### src/rtl/instr_fetch_unit_if.sv
// Program-memory fetch bus between the instruction fetch unit (master)
// and program memory (slave). Single outstanding request, one-cycle ack.
interface instr_fetch_unit_if #(
    parameter int PC_W    = 8,
    parameter int INSTR_W = 8
);
    logic               mem_req;
    logic [PC_W-1:0]    mem_addr;
    logic [INSTR_W-1:0] mem_rdata;
    logic               mem_ack;

    modport master (
        output mem_req,
        output mem_addr,
        input  mem_rdata,
        input  mem_ack
    );

    modport slave (
        input  mem_req,
        input  mem_addr,
        output mem_rdata,
        output mem_ack
    );
endinterface

### src/rtl/instr_fetch_unit.sv
// Instruction fetch unit: owns PC and IR, fetches words from program memory
// over a req/ack bus and presents Opcode/Imm to the controller. Opcode and
// Imm come from an output register stage that trails IR by one cycle, while
// PC jumps use the Imm field of IR itself.
module instr_fetch_unit #(
    parameter int PC_W     = 8,
    parameter int INSTR_W  = 8,
    parameter int RESET_PC = 0,
    parameter int TIMEOUT  = 15
) (
    input  logic                 CLK,
    input  logic                 CLB,
    input  logic                 LoadIR,
    input  logic                 IncPC,
    input  logic                 SelPC,
    input  logic                 LoadPC,
    input  logic [PC_W-1:0]      RegData,
    instr_fetch_unit_if.master   mem,
    output logic [3:0]           Opcode,
    output logic [INSTR_W-5:0]   Imm,
    output logic [PC_W-1:0]      PC,
    output logic                 fetch_busy,
    output logic                 fetch_err
);

    localparam logic [0:0] IDLE = 1'b0;
    localparam logic [0:0] WAIT = 1'b1;

    // Last WAIT cycle index: the fetch is abandoned when no ack has arrived by it
    localparam logic [7:0] CNT_LAST = 8'(TIMEOUT - 1);

    logic [0:0]         state_r,     stateNext_s;
    logic [7:0]         cnt_r,       cntNext_s;
    logic               memReq_r,    memReqNext_s;
    logic [PC_W-1:0]    fetchAddr_r, fetchAddrNext_s;
    logic [INSTR_W-1:0] ir_r,        irNext_s;
    logic               fetchErr_r,  fetchErrNext_s;
    logic [PC_W-1:0]    pc_r,        pcNext_s;
    logic [3:0]         opcode_r;
    logic [INSTR_W-5:0] imm_r;
    logic [PC_W-1:0]    immExt_s;

    // Fetch FSM: launch on LoadIR in IDLE, complete on ack or abort on timeout
    always_comb begin
        stateNext_s     = state_r;
        cntNext_s       = cnt_r;
        memReqNext_s    = memReq_r;
        fetchAddrNext_s = fetchAddr_r;
        irNext_s        = ir_r;
        fetchErrNext_s  = fetchErr_r;
        case (state_r)
            IDLE: begin
                if (LoadIR) begin
                    stateNext_s     = WAIT;
                    memReqNext_s    = 1'b1;
                    fetchAddrNext_s = pc_r;
                    cntNext_s       = 8'd0;
                end else begin
                    memReqNext_s    = 1'b0;
                end
            end
            WAIT: begin
                if (mem.mem_ack) begin
                    // An ack on the final wait cycle still counts as success
                    irNext_s     = mem.mem_rdata;
                    memReqNext_s = 1'b0;
                    stateNext_s  = IDLE;
                    cntNext_s    = 8'd0;
                end else if (cnt_r == CNT_LAST) begin
                    irNext_s       = {INSTR_W{1'b0}};
                    fetchErrNext_s = 1'b1;
                    memReqNext_s   = 1'b0;
                    stateNext_s    = IDLE;
                    cntNext_s      = 8'd0;
                end else begin
                    cntNext_s = cnt_r + 8'd1;
                end
            end
            default: begin
                stateNext_s  = IDLE;
                memReqNext_s = 1'b0;
                cntNext_s    = 8'd0;
            end
        endcase
    end

    // PC source selection: LoadPC beats IncPC; jumps use the committed IR
    always_comb begin
        immExt_s = PC_W'(ir_r[INSTR_W-5:0]);
        if (LoadPC) begin
            if (SelPC) begin
                pcNext_s = immExt_s;
            end else begin
                pcNext_s = RegData;
            end
        end else if (IncPC) begin
            pcNext_s = pc_r + {{(PC_W-1){1'b0}}, 1'b1};
        end else begin
            pcNext_s = pc_r;
        end
    end

    // State, fetch bookkeeping, PC and output registers
    always_ff @(posedge CLK or negedge CLB) begin
        if (!CLB) begin
            state_r     <= IDLE;
            cnt_r       <= 8'd0;
            memReq_r    <= 1'b0;
            fetchAddr_r <= {PC_W{1'b0}};
            ir_r        <= {INSTR_W{1'b0}};
            fetchErr_r  <= 1'b0;
            pc_r        <= PC_W'(RESET_PC);
            opcode_r    <= 4'd0;
            imm_r       <= {(INSTR_W-4){1'b0}};
        end else begin
            state_r     <= stateNext_s;
            cnt_r       <= cntNext_s;
            memReq_r    <= memReqNext_s;
            fetchAddr_r <= fetchAddrNext_s;
            ir_r        <= irNext_s;
            fetchErr_r  <= fetchErrNext_s;
            pc_r        <= pcNext_s;
            opcode_r    <= ir_r[INSTR_W-1 -: 4];
            imm_r       <= ir_r[INSTR_W-5:0];
        end
    end

    assign mem.mem_req  = memReq_r;
    assign mem.mem_addr = fetchAddr_r;
    assign fetch_busy   = memReq_r;
    assign fetch_err    = fetchErr_r;
    assign Opcode       = opcode_r;
    assign Imm          = imm_r;
    assign PC           = pc_r;

endmodule

### src/flat_wrapper.sv
// flat-port wrapper written by rule: the top's interface ports become plain ports
module instr_fetch_unit_flat 
#(
    parameter int PC_W     = 8,
    parameter int INSTR_W  = 8,
    parameter int RESET_PC = 0,
    parameter int TIMEOUT  = 15
)
  (CLK, CLB, LoadIR, IncPC, SelPC, LoadPC, RegData, Opcode, Imm, PC, fetch_busy, fetch_err, mem_mem_req, mem_mem_addr, mem_mem_rdata, mem_mem_ack);
  instr_fetch_unit_if #(.PC_W(PC_W), .INSTR_W(INSTR_W)) mem_i ();
  input  logic CLK;
  input  logic CLB;
  input  logic LoadIR;
  input  logic IncPC;
  input  logic SelPC;
  input  logic LoadPC;
  input  logic [PC_W-1:0] RegData;
  output logic [3:0] Opcode;
  output logic [INSTR_W-5:0] Imm;
  output logic [PC_W-1:0] PC;
  output logic fetch_busy;
  output logic fetch_err;
  output wire logic [$bits(mem_i.mem_req)-1:0] mem_mem_req;
  output wire logic [$bits(mem_i.mem_addr)-1:0] mem_mem_addr;
  input wire logic [$bits(mem_i.mem_rdata)-1:0] mem_mem_rdata;
  input wire logic [$bits(mem_i.mem_ack)-1:0] mem_mem_ack;
  assign mem_mem_req = mem_i.mem_req;
  assign mem_mem_addr = mem_i.mem_addr;
  assign mem_i.mem_rdata = mem_mem_rdata;
  assign mem_i.mem_ack = mem_mem_ack;
  instr_fetch_unit #(.PC_W(PC_W), .INSTR_W(INSTR_W), .RESET_PC(RESET_PC), .TIMEOUT(TIMEOUT)) u_core (.CLK(CLK), .CLB(CLB), .LoadIR(LoadIR), .IncPC(IncPC), .SelPC(SelPC), .LoadPC(LoadPC), .RegData(RegData), .mem(mem_i), .Opcode(Opcode), .Imm(Imm), .PC(PC), .fetch_busy(fetch_busy), .fetch_err(fetch_err));
endmodule
### config.mk
export PLATFORM = sky130hd
export DESIGN_NAME = instr_fetch_unit_flat
export DESIGN_NICKNAME = d
export VERILOG_FILES = /design/src/rtl/instr_fetch_unit_if.sv /design/src/rtl/instr_fetch_unit.sv /design/src/flat_wrapper.sv
export SDC_FILE = /design/constraint.sdc
export NUM_CORES = 1
export LEC_CHECK = 0
export CAP_MARGIN = 20
export CORE_MARGIN = 4
export CORE_UTILIZATION = 44
export CTS_BUF_LIST = sky130_fd_sc_hd__clkbuf_2
export CTS_CLUSTER_SIZE = 24
export DETAILED_ROUTE_END_ITERATION = 10
export GPL_TIMING_DRIVEN = 0
export HOLD_SLACK_MARGIN = 0.03
export MAX_ROUTING_LAYER = met4
export PLACE_DENSITY = 0.83
export SETUP_SLACK_MARGIN = 0.4
export SYNTH_ARGS = -nofsm -noshare
export SYNTH_HDL_FRONTEND = slang
export SYNTH_SLANG_ARGS = --single-unit
### constraint.sdc
create_clock -name CLK -period 1.65 [get_ports CLK]
set_input_delay 0.33 -clock CLK [delete_from_list [all_inputs] [get_ports CLK]]
set_output_delay 0.33 -clock CLK [all_outputs]
set_load 0.01 [all_outputs]
Word-level counts from Yosys, hierarchy flattened
Index checks and enable logic that the tools add are counted.
- register bits after elaboration: 43
- bits in latches: 0
- RAM bits: 0
- memory bits (read-only): 0
- bits of input ports: 23
- memories: 0
- $add $sub $neg: 2
- multiply operators: 0
- divide/modulo/power cells: 0
- $lt $le $gt $ge: 0
- equal/unequal tests: 3
- shift operators: 0
- mux-type cells: 16
- bitwise gates (word level): 2
- reduce and logical (&&, ||, !) cells: 5
- operators by type and width (operator ; count):
    $mux W8 ; 8
    $add A8 B1 Y8 const B ; 2
    $pmux W8 S2 ; 1
    $eq A8 B4 Y1 const B ; 1
    $mux W1 ; 5
    $pmux W1 S2 ; 2
    $reduce_and A2 Y1 ; 2
    $reduce_bool A2 Y1 ; 2
    $ne A3 B3 Y1 const B ; 1
    $reduce_and A3 Y1 ; 1
    $ne A2 B2 Y1 const B ; 1
    $not A1 Y1 ; 2

Longest topological paths before layout
- depth after elaboration: 4
- mapped depth: 6

Worst setup path after synthesis
Ideal clock, no wire load.
- kind: reg2reg
- start: reg u_core.cnt_r[0]
- end: reg u_core.cnt_r[4]
- setup time: 83 ps
- data arrival time: 1451 ps
- required time: 1567 ps
- slack: 116 ps
- stages on the path, launching flop included: 7
- buffers on the path: 0
- cell sequence: dfrtp_1 inv_1 ha_1 nand4b_1 o21ai_2 or4_1 o21ai_0
- longest elaborated chain between the ends: 4
- elaborated cells on any way between the ends: 5
- classes of those cells: add/sub (1); eq/ne (1); mux (3)
- RTL lines (element ; RTL line ; source):
    from (decl) ; instr_fetch_unit.sv:33 ; logic [7:0] cnt_r, cntNext_s;
    from (signal assigned) ; instr_fetch_unit.sv:117 ; cnt_r <= cntNext_s;
    $add A8 B1 Y8 or $eq A8 B4 Y1 (tied branches) ; instr_fetch_unit.sv:76, instr_fetch_unit.sv:69 ;
    $mux W8 (*) ; instr_fetch_unit.sv:69 ; end else if (cnt_r == CNT_LAST) begin
    $mux W8 (*) ; instr_fetch_unit.sv:63 ; if (mem.mem_ack) begin
    $pmux W8 S2 (*) ; instr_fetch_unit.sv:51 ; case (state_r)
Mark *: on every way between the ends. The rest lies on a longest branch, timed or not.
A chain may end at the register's enable or synchronous reset.

Worst setup path in the final report
Same ends and word-level chain as after synthesis.

==> impl_metrics.yaml <==
logic_synthesis:
  yosys.area_share.adder_pct: 2.07
  synth_edf_count: 0
  synthDistinctLibCells: 37
  yosys.area_share.simple_pct: 13.9
  synth-async-reset-ratio_pct: 100
  synth_top_family_by_area: "simple AND/OR/NAND/NOR gates"
  syn_inst: 154
  synth_compound_area_share_pct: 12.2
  netlist_area_um2: 1810
  muxShareOfSynthArea_pct: 7.18
  ys_seq_area_share_pct: 59.4
  synth_flop_cell: "dfrtp_1"
  synth_nets: 180
  synth.avg_cell_area_um2: 11.8
  synth_xor_area_share_pct: 2.90
  ys_warn_count: 0
  yosys_register_bits: 43
cts:
  cts_buffer_depth: 2
  numClockSinks: 43
  clkSlewWorstSetupHoldPaths_ns: 0.20
  h-tree-depth: 2
  cts_tree: "built"
  cts-root-buf: "clkbuf_2"
  numCtsBuffers: 5
  worst_skew_pair.late_latency_ns: 0.39
power:
  peakVddDrop_mv: 0.434
  totalPowerFinal_mw: 2.67
  leakage_nw: 1.20
  power_density_nw_per_um2: 1030
drt:
  post_drt_via_cell_ratio: 5.36
  detail_route.wl_per_cell_um: 15.9
  drc_errors: 0
  drtPass1Iterations: 5
  drt.antenna.violating_nets: 0
  via_count: 1529
  wl_um: 4540
  drtIter0Drc: 137
global_routing:
  grt_pass1_vias: 1474
  grt_max_degree: 24
  antenna_found_initial: 0
  grtUsageTotal_pct: 17.2
  gr-total-overflow: 0
  grt_pass1_wl_um: 6760
final_layout:
  multiInputGateArea_um2: 769
  final_common_cell: "dfrtp_1"
  design_area_um2: 2590
  layout_common_cells: "39 x dfrtp_1, 23 x buf_2, 21 x buf_4"
  fillCellCount: 292
  drive_gt1_share_pct: 38.7
  seq_area_um2: 1080
  fin_nets: 260
  area_growth_syn_to_layout_pct: 43.1
  diodes: 0
floorplan:
  core_um2: 4000
  dieArea_um2: 5210
  die_y_um: 72.2
  num_rows: 23
  ios: 50
  start_util_pct: 45.3
  die_w_um: 72.2
placement:
  io_buffers: 48
  placed_cell_area_um2: 2390
  routabilityCongestion: 0.795
  dp_hpwl_um: 2780
  post-place-ws_ns: -0.170
timing:
  fin_tns_setup_ns: 0
  slew_headroom_pct: 58.9
  timing.final.ws_setup_ns: 0.0615
  min_period_over_period_pct: 96.3
  final.setup_skew_ns: 0.0132
  finalHoldViolations: 0
  tightest_slew_ns: 0.614
  setup_viol: 0
  slew_violations: 0
  grt_setup_unrepaired: "yes"
  max_freq_mhz: 630
  hold_ws_ns: 0.394
  post-route-min-period_ns: 1.59
flow_run:
  drv_cap: 0
worst_setup_path:
  critical_path_class: "reg -> reg"
  crit_chain: "inv_2 > ha_2 > nand4b_1 > o21ai_4 > or4_1 > o21ai_1"
  cp.arrival_ns: 1.92
  required_ns: 1.98
  cp_max_fo: 9
  slowest_delay_ns: 0.49
  crit_path_start_kind: "flop"
  worstSetupEndpointType: "flop"
  cpMaxStageDelayCell: "or4_1"
worst_hold_path:
  hp-class: "in -> reg"
run_status:
  outcome: "completed"
## critical path, delay by kind of cell (launching register included)
family / cells / cell delay, ns
AOI/OAI and AO/OA: 2 / 0.22
adders and majority gates: 1 / 0.17
buffers and inverters: 1 / 0.04
DFF: 1 / 0.43
and+or+nand+nor: 2 / 0.68
## metal layers
layer,vias to the layer above,track usage [%],part of all wire [%]
met5,-,-,0
met4,0,6.68,0.55
met3,4,4.29,6.5
met2,63,27.7,53
met1,759,20.7,40
li1,703,-,-
## repair_timing
| item | CTS | global route |
|---|---|---|
| gates resized for setup | 121 | 18 |
| endpoints found under the setup margin | 56 | 62 |
| hold buffers | 1 | 0 |
| hold endpoints to repair | 20 | 0 |
| setup buffers | 16 | 7 |
| pin swaps | 8 | 8 |
## layout make-up
type                            instances  share of cell area [%]
Clock inverter                          3                   0.579
Inverter                                5                   0.723
Multi-Input combinational cell        101                    29.7
Buffer                                  5                    1.16
Sequential cell                        43                    41.7
Timing Repair Buffer                   73                    22.9
Tap cell                               50                    2.41
Clock buffer                            5                   0.964
## sequential cells by signal, summed over array words and instances (netlist names)
signal,cells
u_core.Imm,4
u_core.Opcode,4
u_core.PC,8
u_core.cnt_r,8
u_core.fetch_busy,1
u_core.fetch_err,1
u_core.ir_r,8
u_core.mem.mem_addr,8
u_core.state_r,1
## worst paths after layout
check                                start          endpoint  slack, ns  depth (start not counted)
min reg2reg                 u_core.ir_r[7]  u_core.Opcode[3]       0.41                          0
max reg2reg                u_core.cnt_r[0]   u_core.cnt_r[4]       0.06                          6
max                        u_core.cnt_r[0]   u_core.cnt_r[4]       0.06                          6
min                                  SelPC      u_core.PC[2]       0.39                          3
min in group asynchronous              CLB      u_core.PC[4]       0.41                          2
max in group asynchronous              CLB      u_core.PC[3]       0.74                          3
## power breakdown
part	switching (mW)	internal (mW)	leakage [nW]	total [mW]
Clock	0.331	0.0945	0.0241	0.425
Sequential	0.123	1.26	0.538	1.38
Combinational	0.391	0.476	0.634	0.867
## cells in the mapped netlist (all sizes together), types with 2 or more instances
master | instances | area share (%)
xor2 | 2 | 0.97
xnor2 | 4 | 1.9
ha | 3 | 2.1
or4 | 2 | 0.83
or3 | 5 | 2.0
nor2 | 9 | 2.0
nand2 | 12 | 2.5
clkbuf | 2 | 0.41
nand4 | 4 | 1.4
o21ai | 11 | 3.5
a21oi | 9 | 2.5
a22o | 8 | 3.9
dfrtp | 43 | 59
nor2b | 2 | 0.69
inv | 5 | 1.0
buf | 3 | 0.90
nand3 | 4 | 1.1
and2 | 2 | 0.69
mux2 | 8 | 5.0
mux2i | 4 | 2.2
## cells by family after synthesis
group / Yosys count
and+or+nand+nor: 47
xor gates and xnor gates: 6
buffers and inverters: 10
adders and majority gates: 3
DFF: 43
muxes: 12
AOI/OAI and AO/OA: 33
## metrics by stage
step                instances  utilization (%)
floorplan                 154                -
global placement          252             59.1
detailed placement        253             59.7
CTS                       278             62.2
global route              285             64.9
finish                    285             64.9
No activity file was read; power rests on OpenSTA's default activity.
==> edit, RTL diff (same flow settings) <==
`INSTR_W` is set to 8 in 3 places; all go to 6.
--- a/src/rtl/instr_fetch_unit_if.sv
+++ b/src/rtl/instr_fetch_unit_if.sv
@@ -2,7 +2,7 @@
 // and program memory (slave). Single outstanding request, one-cycle ack.
 interface instr_fetch_unit_if #(
     parameter int PC_W    = 8,
-    parameter int INSTR_W = 8
+    parameter int INSTR_W = 6
 );
     logic               mem_req;
     logic [PC_W-1:0]    mem_addr;
--- a/src/rtl/instr_fetch_unit.sv
+++ b/src/rtl/instr_fetch_unit.sv
@@ -4,7 +4,7 @@
 // PC jumps use the Imm field of IR itself.
 module instr_fetch_unit #(
     parameter int PC_W     = 8,
-    parameter int INSTR_W  = 8,
+    parameter int INSTR_W  = 6,
     parameter int RESET_PC = 0,
     parameter int TIMEOUT  = 15
 ) (
--- a/src/flat_wrapper.sv
+++ b/src/flat_wrapper.sv
@@ -2,7 +2,7 @@
 module instr_fetch_unit_flat 
 #(
     parameter int PC_W     = 8,
-    parameter int INSTR_W  = 8,
+    parameter int INSTR_W  = 6,
     parameter int RESET_PC = 0,
     parameter int TIMEOUT  = 15
 )
Interface: changed (resized Imm and mem_mem_rdata); port bits go from 50 to 46. The function was not compared with the original's and may differ.
==> edit against the unedited design <==
  * First-iteration DRC count shrank 40%
  * Cell count shrank 6.0%
  * Critical path depth shrank 1
  * Count of clock-buffer cells in the layout is the same
  * Area after synthesis shrank 6.3%
  * Routed wire length shrank 12%
  * Cell area shrank 8.3%
  * Sequential cell count shrank 4
  * Combinational power shrank 15%
  * Worst setup slack gained 35 ps
  * Die area shrank 5.6%
  * Power shrank 12%
  * Critical path type unchanged
  * Largest power group unchanged
  * Highest routed layer unchanged
==> edit: results <==
{
  "outcome": "complete, no violations",
  "met1_length_um": 1720,
  "fill_cells": 307,
  "gp_congestion": 0.836,
  "wl_per_cell_um": 15.0,
  "antenna_cells": 0,
  "cts.clk_slew.worst_paths_ps": 180,
  "antenna_found_initial": 0,
  "layoutNonFillerInstCount": 268,
  "ys_types": 35,
  "ys_seq_area_frac": 0.574,
  "pre_cts_ws_ps": -152,
  "synth_warnings": 0,
  "peakVddDrop_mv": 0.590,
  "route.met2.wl_um": 2010,
  "avgSynthCellArea_um2": 11.6,
  "maxSlewHeadroom": 0.447,
  "place_area_um2": 2200,
  "synthTopCellsByArea": "dfrtp_1 57%, mux2_2 5.3%, a22o_2 3.5%",
  "placed_cells": 239,
  "portBuffers": 44,
  "fin_skew_ps": 15.4,
  "cts.path.max_buffers": 2,
  "wl_met3_um": 234,
  "grt_first_pass_wirelength_um": 6550,
  "hpwlAfterDp_um": 2490,
  "worstPathArrival_ps": 1850,
  "cp-start-kind": "flip-flop",
  "cts_buffers": 5,
  "drive_gt1_frac": 0.427,
  "first_pass_iters": 7,
  "synth_fp_nets": 171,
  "cts_max_level": 2,
  "final_util": 0.645,
  "r2r_start": "u_core.cnt_r[1]",
  "drt-initial-drc-count": 82,
  "grt_pass1_vias": 1393,
  "power_leakage_nw": 1.12,
  "cts_root_buf": "clkbuf_2",
  "overflow": 0,
  "async_reset_ff_frac": 1.00,
  "top_layer_used": "met4",
  "min_path_type": "input pin to asynchronous set/reset pin",
  "setup_tns_ps": 0,
  "grt_max_degree": 40,
  "clk_latency_ps": 370,
  "synth_top_area_share": 0.574,
  "cp_max_fo": 8,
  "yosys-top-cells-count": "39 x dfrtp_1, 13 x nand2_1, 12 x o21ai_0",
  "grt_usage": 0.171,
  "viasPerCell": 5.25
}
## edit: cell count changes after synthesis, moves of 2 or more
cell     change
a22o_1       -8
a22o_2       +6
dfrtp_1      -4
nor2_1       -4
xor2_1       +4
o21ai_0      +3
xnor2_1      -3
a21oi_1      -2
and3_1       +2
mux2i_1      -2
o21ai_2      -2
## edit: power by group
part	switching, mW	internal [mW]
registers	0.115	1.13
clock network	0.276	0.0897
logic	0.327	0.406
## edit: what timing repair did
| item | CTS | global route |
|---|---|---|
| pin swaps | 6 | 9 |
| endpoints found under the setup margin | 52 | 50 |
| resized for setup | 117 | 16 |
| buffers inserted | 18 | 4 |
## edit: worst paths after layout
kind	endpoint	slack, ps	depth (start not counted)
max	u_core.cnt_r[4]	100	5
min	u_core.PC[5]	30	1
min reg2reg	u_core.Opcode[2]	410	0
max in group asynchronous	u_core.cnt_r[0]	1040	1
min in group CLK	u_core.Opcode[2]	410	0
max reg2reg	u_core.cnt_r[4]	100	5
## edit: cell families after synthesis
group,Yosys count,synth area share
fa+ha+maj,3,0.0221
xor+xnor,7,0.0361
mux,10,0.0648
buf+inv,11,0.0272
compound gates,32,0.129
flops,39,0.574
simple gates,45,0.147
## edit: worst max-delay path, cell delays in order, from the launching register on
cell and delay [ps]:
dfrtp_1 460, ha_2 180, nand4b_1 180, o21ai_4 120, or4_1 470, o21ai_1 80
## edit: routing by layer
layer / global-route usage / vias to the layer above
li1: - / 663
met1: 0.207 / 682
met5: - / -
met4: 0.0532 / 0
met3: 0.0417 / 7
met2: 0.282 / 55
## edit: final cells by class
cell class,count,area share
Sequential cell,39,0.411
Buffer,5,0.0147
Inverter,6,0.00947
Multi-Input combinational cell,97,0.308
Timing Repair Buffer,66,0.217
Tap cell,48,0.0252
Clock inverter,2,0.00368
Clock buffer,5,0.0105
## edit: stage by stage
stage,hold WS (ps),power (mW)
2_1_floorplan,34.4,1.53
3_3_place_gp,371,1.90
3_5_place_dp,367,1.91
4_1_cts,35.9,2.30
5_1_grt,73.1,2.47
6_report,25.8,2.34
